**src/rtl/xadc_pkg.sv**
```systemverilog
// Shared types and constants for the XADC DRP sequencer.
// Control register bit layout and result words live here.
package xadc_pkg;

  typedef enum logic [2:0] {
    S_IDLE      = 3'd0,
    S_WAIT_EOC  = 3'd1,
    S_ISSUE     = 3'd2,
    S_WAIT_DRDY = 3'd3,
    S_DONE      = 3'd4
  } state_t;

  localparam int START   = 0;
  localparam int DONE    = 1;
  localparam int ADDR_LO = 8;
  localparam int ADDR_HI = 14;

  localparam logic [31:0] ERR_WORD  = 32'h8000_0000;
  localparam logic [1:0]  CTRL_DONE = 2'b10;

endpackage

```
**src/rtl/xadc_timeout.sv**
```systemverilog
// Saturating wait counter; expired flags the last permitted
// waiting cycle so the caller can leave on that same edge.
module xadc_timeout #(
  parameter int TIMEOUT = 1024
) (
  input  logic clk,
  input  logic rst,
  input  logic clr,
  input  logic en,
  output logic expired
);

  localparam int W = $clog2(TIMEOUT + 1);
  localparam logic [W-1:0] MAX  = W'(TIMEOUT);
  localparam logic [W-1:0] LAST = W'(TIMEOUT - 1);

  logic [W-1:0] cnt_q, cnt_d;

  always_comb begin
    cnt_d = cnt_q;
    if (clr)
      cnt_d = '0;
    else if (en && cnt_q != MAX)
      cnt_d = cnt_q + 1'b1;
  end

  always_ff @(posedge clk) begin
    if (rst)
      cnt_q <= '0;
    else
      cnt_q <= cnt_d;
  end

  assign expired = (cnt_q >= LAST);

endmodule

```
**src/rtl/xadc_drp_sequencer.sv**
```systemverilog
// Runs one DRP read per start request and writes the result and
// the done/start-clear word back to the XADC register block.
module xadc_drp_sequencer
  import xadc_pkg::*;
#(
  parameter bit USE_EOC = 1'b1,
  parameter int TIMEOUT = 1024
) (
  input  logic        clk,
  input  logic        rst,
  input  logic [31:0] control_in,
  output logic [1:0]  control_int,
  output logic        we_int,
  output logic [31:0] data_out,
  output logic        we_data,
  output logic        busy,
  input  logic        eoc_in,
  output logic        drp_den,
  output logic        drp_dwe,
  output logic [6:0]  drp_daddr,
  output logic [15:0] drp_di,
  input  logic [15:0] drp_do,
  input  logic        drp_drdy
);

  state_t      state_q, state_d;
  logic        den_q, den_d;
  logic        we_q, we_d;
  logic [1:0]  ctrl_q, ctrl_d;
  logic [31:0] data_q, data_d;
  logic [6:0]  daddr_q, daddr_d;
  logic        busy_q, busy_d;
  logic        cnt_clr, cnt_en, expired, fin;

  logic unused_ctrl;
  assign unused_ctrl = ^{control_in[31:15], control_in[7:1]};

  xadc_timeout #(.TIMEOUT(TIMEOUT)) u_timeout (
    .clk     (clk),
    .rst     (rst),
    .clr     (cnt_clr),
    .en      (cnt_en),
    .expired (expired)
  );

  always_comb begin
    state_d = state_q;
    den_d   = 1'b0;
    we_d    = 1'b0;
    ctrl_d  = 2'b00;
    data_d  = data_q;
    daddr_d = daddr_q;
    cnt_clr = 1'b0;
    cnt_en  = 1'b0;
    fin     = 1'b0;
    unique case (state_q)
      S_IDLE: begin
        cnt_clr = 1'b1;
        if (control_in[START]) begin
          daddr_d = control_in[ADDR_HI:ADDR_LO];
          if (USE_EOC) begin
            state_d = S_WAIT_EOC;
          end else begin
            state_d = S_ISSUE;
            den_d   = 1'b1;
          end
        end
      end
      S_WAIT_EOC: begin
        cnt_en = 1'b1;
        if (eoc_in) begin
          state_d = S_ISSUE;
          den_d   = 1'b1;
        end else if (expired) begin
          data_d = ERR_WORD;
          fin    = 1'b1;
        end
      end
      S_ISSUE: begin
        cnt_clr = 1'b1;
        state_d = S_WAIT_DRDY;
      end
      S_WAIT_DRDY: begin
        cnt_en = 1'b1;
        // drdy wins over a simultaneous timeout
        if (drp_drdy) begin
          data_d = {16'h0000, drp_do};
          fin    = 1'b1;
        end else if (expired) begin
          data_d = ERR_WORD;
          fin    = 1'b1;
        end
      end
      S_DONE:  state_d = S_IDLE;
      default: state_d = S_IDLE;
    endcase
    if (fin) begin
      state_d = S_DONE;
      we_d    = 1'b1;
      ctrl_d  = CTRL_DONE;
    end
  end

  assign busy_d = (state_d != S_IDLE);

  always_ff @(posedge clk) begin
    if (rst) begin
      state_q <= S_IDLE;
      den_q   <= 1'b0;
      we_q    <= 1'b0;
      ctrl_q  <= 2'b00;
      data_q  <= '0;
      daddr_q <= '0;
      busy_q  <= 1'b0;
    end else begin
      state_q <= state_d;
      den_q   <= den_d;
      we_q    <= we_d;
      ctrl_q  <= ctrl_d;
      data_q  <= data_d;
      daddr_q <= daddr_d;
      busy_q  <= busy_d;
    end
  end

  assign control_int = ctrl_q;
  assign we_int      = we_q;
  assign we_data     = we_q;
  assign data_out    = data_q;
  assign busy        = busy_q;
  assign drp_den     = den_q;
  assign drp_daddr   = daddr_q;
  assign drp_dwe     = 1'b0;
  assign drp_di      = '0;

endmodule

```
**config.mk**
```make
export PLATFORM = sky130hd
export DESIGN_NAME = xadc_drp_sequencer
export DESIGN_NICKNAME = d
export VERILOG_FILES = /design/src/rtl/xadc_pkg.sv /design/src/rtl/xadc_timeout.sv /design/src/rtl/xadc_drp_sequencer.sv
export SDC_FILE = /design/constraint.sdc
export NUM_CORES = 1
export LEC_CHECK = 0
export BUFFER_PORTS_ARGS = -buffer_cell sky130_fd_sc_hd__buf_2
export CORE_MARGIN = 5
export CORE_UTILIZATION = 35
export CTS_CLUSTER_SIZE = 14
export DETAILED_ROUTE_END_ITERATION = 10
export HOLD_SLACK_MARGIN = 0.1
export PLACE_DENSITY = 0.63
export SLEW_MARGIN = 20
export SYNTH_ARGS = -nofsm -noshare
export SYNTH_HDL_FRONTEND = slang
export SYNTH_SLANG_ARGS = --single-unit
```
**constraint.sdc**
```tcl
create_clock -name clk -period 2.4 [get_ports clk]
set_clock_uncertainty 0.2 [all_clocks]
set_input_delay 0.36 -clock clk [delete_from_list [all_inputs] [get_ports clk]]
set_output_delay 0.36 -clock clk [all_outputs]
set_load 0.02 [all_outputs]
```
After elaboration in Yosys (flattened, before gate mapping) --
Index checks and enable logic that the tools add are counted.
Storage, ports and cells: logic and storage cells 43, input bits 52, register bits after elaboration 58, output and inout bits 62
Cells by class: mux-type cells 17, add/sub/neg operators 1, bitwise logic cells 1, eq/ne operators 5, reduce and logical (&&, ||, !) cells 10, magnitude comparators 1
Operators with widths (number):
- 32-bit two-way mux | 3
- 32-bit case mux with 2 select lines | 1
- 3-bit case mux with 4 select lines | 1
- 11-bit by 1-bit adder with 11-bit output, second input constant | 1
- 11-bit by 10-bit >= comparator with 1-bit output, second input constant | 1
- 11-bit inequality test, second input constant | 1
- 3-bit two-way mux | 3
- 2-bit OR reduction | 4
- 1-bit two-way mux | 7
- 3-bit by 2-bit equality test with 1-bit output, second input constant | 2
- 2-bit AND reduction | 2
- 3-bit by 1-bit equality test with 1-bit output, second input constant | 1
- 3-bit logical NOT | 1
- 3-bit nonzero test | 1
- 2-bit two-way mux | 1
- 2-bit inequality test, second input constant | 1
- 1-bit case mux with 2 select lines | 1
- 2-bit nonzero test | 1
- 1-bit logical AND | 1
- 1-bit NOT | 1

Longest topological paths before layout --
depth in word-level cells 6, gate-level depth with buffers 6

Hierarchy --
From an unflattened synthesis, not the netlist that was laid out.
Unflattened totals: cell total of the unflattened synthesis 229, area total of the unflattened synthesis 2327.2 um^2
By module, submodules not included:
- xadc_drp_sequencer | area an instance 1711.6 um^2, times used 1, cells each 160, seq. area each 900.9 um^2
- xadc_timeout | area an instance 615.6 um^2, times used 1, cells each 69, seq. area each 220.2 um^2

Worst setup path before layout --
Ideal clock, no wire load.
kind register to register, from register u_timeout.cnt_q[0], to register data_q[16] (netlist: data_out[16]), stages on the path, launching flop included 7, arrival 1462 ps, required time 2141 ps, setup slack 679 ps, period minus slack after synthesis 1721 ps, setup time 59 ps, path through dfxtp_1 > ha_1 > a211oi_1 > nor4_4 > a21oi_2 > clkbuf_2 > and2_1
Between the ends: word-level cells in the longest chain between the ends 4, elaborated cells on any way between the ends 5, classes of those cells order compare (1); mux (4)
Ends and longest elaborated chain:
- from (decl) | RTL line xadc_timeout.sv:17 | logic [W-1:0] cnt_q, cnt_d;
- from (signal assigned) | RTL line xadc_timeout.sv:31 | cnt_q <= cnt_d;
- 11-bit by 10-bit >= comparator with 1-bit output * | RTL line xadc_timeout.sv:34 | assign expired = (cnt_q >= LAST);
- 32-bit two-way mux *
- 32-bit two-way mux (on tied branches)
- 32-bit case mux with 2 select lines *
- to (signal assigned) | RTL line xadc_drp_sequencer.sv:120 | data_q <= data_d;
- to (decl) | RTL line xadc_drp_sequencer.sv:30 | logic [31:0] data_q, data_d;
Every way passes the cells marked *; elsewhere a longest branch is shown, timed or not. The select of a mux whose other input is x is not followed. A chain may end at the register's enable or synchronous reset.

Worst setup path in the final report --
from register u_timeout.cnt_q[1], to register data_q[6] (netlist: data_out[6])
The elaborated chain is that of the path after synthesis.

==> metrics.yaml <==
run_status:
  status: "finished clean"
cts:
  clock-root-buffer: "clkbuf_8"
  cts_tree: "yes"
  postCtsSetupBuffers: 0
  cts_max_path_buffers: 2
  clk_pin_slew_ns: 0.10
  ctsHoldBuffers: 23
  cts_resized: 0
  h-tree-depth: 2
  clk_latency_ns: 0.31
  clkSinkCount: 56
  numCtsBuffers: 5
timing:
  setup_viol: 0
  slew_viol_final: 0
  worst_pin_slew_ns: 0.710
  finalHoldViolCount: 0
  fin_crit_sh: 0.870
  hold_ws_ns: 0.127
  fin_crit_ns: 2.09
  relSlewSlack: 0.526
  max_freq_ghz: 0.479
  rsz0062_at_grt: "no"
route:
  first_pass_iters: 5
  drc: 0
  routed_wl_mm: 4.68
  ant_nets: 0
  vias: 1670
  vias_per_cell: 4.38
  drt_iter0_markers: 36
  wl_per_cell_um: 12.3
final_layout:
  area_delta_synth_final_pct: 33.9
  drive_gt1_frac: 0.304
  final_nets: 359
  layout.cells.non_filler: 381
  antenna_cells: 0
  layout_commonest_cell: "buf_2"
  mostFrequentLayoutCells: "71 x buf_2, 56 x dfxtp_1, 23 x dlygate4sd3_1, 22 x nor2_1, 18 x conb_1"
yosys:
  ys_seq_elements: 56
  synth_xor_area_frac: 0.0368
  synth-main-ff-cell: "dfxtp_1"
  netlist.area_leader.share: 0.524
  synth_enable_flop_cells: 0
  async_flop_share: 0
  yosys-top-cells-area: "dfxtp_1 52%, buf_4 7.4%, a22o_1 6.5%"
  yosys.area_share.simple: 0.184
  synth_cell_types: 38
  synth_cells: 205
  avgSynthCellArea_sq_um: 10.4
  synth_top_family_by_area: "simple AND/OR/NAND/NOR gates"
  ys_warn_count: 0
  synth_compound_area_frac: 0.105
  ys_seq_area_frac: 0.524
  synth_mux_area_frac: 0.0374
  syn-cell-area_sq_um: 2140
  synth_adder_area_share: 0.0117
  synth_top_cell_by_area: "dfxtp_1"
die:
  ios: 114
  core_sq_um: 5920
  initial_core_util: 0.361
  die_x_um: 88.2
  die_area_sq_um: 7780
  die_height_um: 88.2
  core.rowCount: 28
placed_design:
  place_inst: 350
  globalplace.congestion: 0.787
  io_buffers: 71
  hpwl_mm: 3.19
power_and_ir_drop:
  irDropWorstVdd_mv: 0.279
  leakagePower_nw: 1.33
  powerDensity_nw_per_um2: 589
global_route:
  antenna_found_initial: 0
  grt_pass1_vias: 1635
  grt_pass1_wl_mm: 7.45
  overflow: 0
  grt_max_degree: 32
  grt_usage: 0.121
setup_path:
  crit_path_end_kind: "flop"
  critPathKind: "flop to flop"
  crit_required_ns: 2.45
  start_kind: "flop"
  cp.arrival_ns: 2.14
  path_max_fanout: 31
flow_run:
  drv_cap: 0
hold_path:
  min_path_type: "input pin to flop"
==> final timing paths <==
| kind | startpoint | endpoint | slack (ns) | cells past startpoint |
|---|---|---|---|---|
| min | control_in[8] | drp_daddr[0]$_SDFFE_PP0P_ | 0.13 | 3 |
| min reg2reg | data_out[30]$_SDFFE_PP0P_ | data_out[30]$_SDFFE_PP0P_ | 0.26 | 1 |
| max reg2reg | u_timeout.cnt_q[1]$_SDFFE_PP0P_ | data_out[6]$_SDFFE_PP0P_ | 0.31 | 6 |
| max | u_timeout.cnt_q[1]$_SDFFE_PP0P_ | data_out[6]$_SDFFE_PP0P_ | 0.31 | 6 |
==> per-stage QoR <==
| step | instance area, sq um | total power [mW] | setup TNS, ns | util | setup slack [ns] |
|---|---|---|---|---|---|
| global placement | 2530 | 1.14 | -0.515 | 0.428 | -0.0383 |
| detailed placement | 2540 | 1.14 | 0 | 0.429 | 0.303 |
| finish | 2870 | 1.69 | 0 | 0.484 | 0.311 |
| global route | 2870 | 1.77 | 0 | 0.484 | 0.127 |
| floorplan | 2200 | 1.11 | 0 | - | 0.679 |
| CTS | 2870 | 1.72 | 0 | 0.484 | 0.270 |
==> power by group <==
part	switching [mW]	leakage, nW	internal (mW)
Combinational	0.103	0.823	0.0825
Sequential	0.0145	0.453	0.947
Clock	0.304	0.0516	0.237
Total	0.422	1.33	1.27
==> kinds of logic (layout without fill, tap and decap cells) <==
group,count (synthesis),after routing
compound gates,29,29
simple gates,69,69
buf+inv,31,115
fa+ha+maj,2,2
flops,56,56
mux,8,8
other cells,1,18
xor+xnor,9,9
==> metal layers <==
layer	wire length (um)	up-vias	GRT usage
met1	2010	760	0.139
met2	2320	48	0.215
met3	313	4	0.0348
met5	0	-	0
li1	-	858	-
met4	39	0	0.0412
==> state kept, by name, summed over array words and instances (netlist names) <==
name             cells
control_int          1
state_q              3
drp_daddr            7
drp_den              1
data_out            32
u_timeout.cnt_q     11
busy                 1
==> critical path, stage by stage (launching register included) <==
cell and delay (ns):
dfxtp_1 0.36, ha_1 0.21, a211oi_1 0.21, buf_4 0.17, nor4_4 0.05, a21oi_4 0.59
a22o_1 0.25
==> synthesized netlist by cell type, types with 2 or more instances <==
cell type / count
ha_1: 2
nor2_1: 22
nor3_1: 5
buf_2: 2
dfxtp_1: 56
buf_6: 2
clkbuf_1: 2
xnor2_1: 6
a21oi_1: 6
mux2i_1: 8
and2_1: 16
nand2_1: 6
a22o_1: 16
nand3b_1: 2
o21bai_1: 2
nor4_1: 3
nand2b_1: 2
nor3b_1: 3
xor2_1: 3
buf_4: 21
inv_1: 3
==> cell type report <==
| cell class | instances | area (sq um) |
|---|---|---|
| Fill cell | 566 | 3060 |
| Inverter | 3 | 11.3 |
| Timing Repair Buffer | 104 | 661 |
| Sequential cell | 56 | 1120 |
| Clock inverter | 2 | 13.8 |
| Tap cell | 75 | 93.8 |
| Clock buffer | 6 | 82.6 |
| Multi-Input combinational cell | 135 | 882 |
Power figures use the tool's default switching activity.
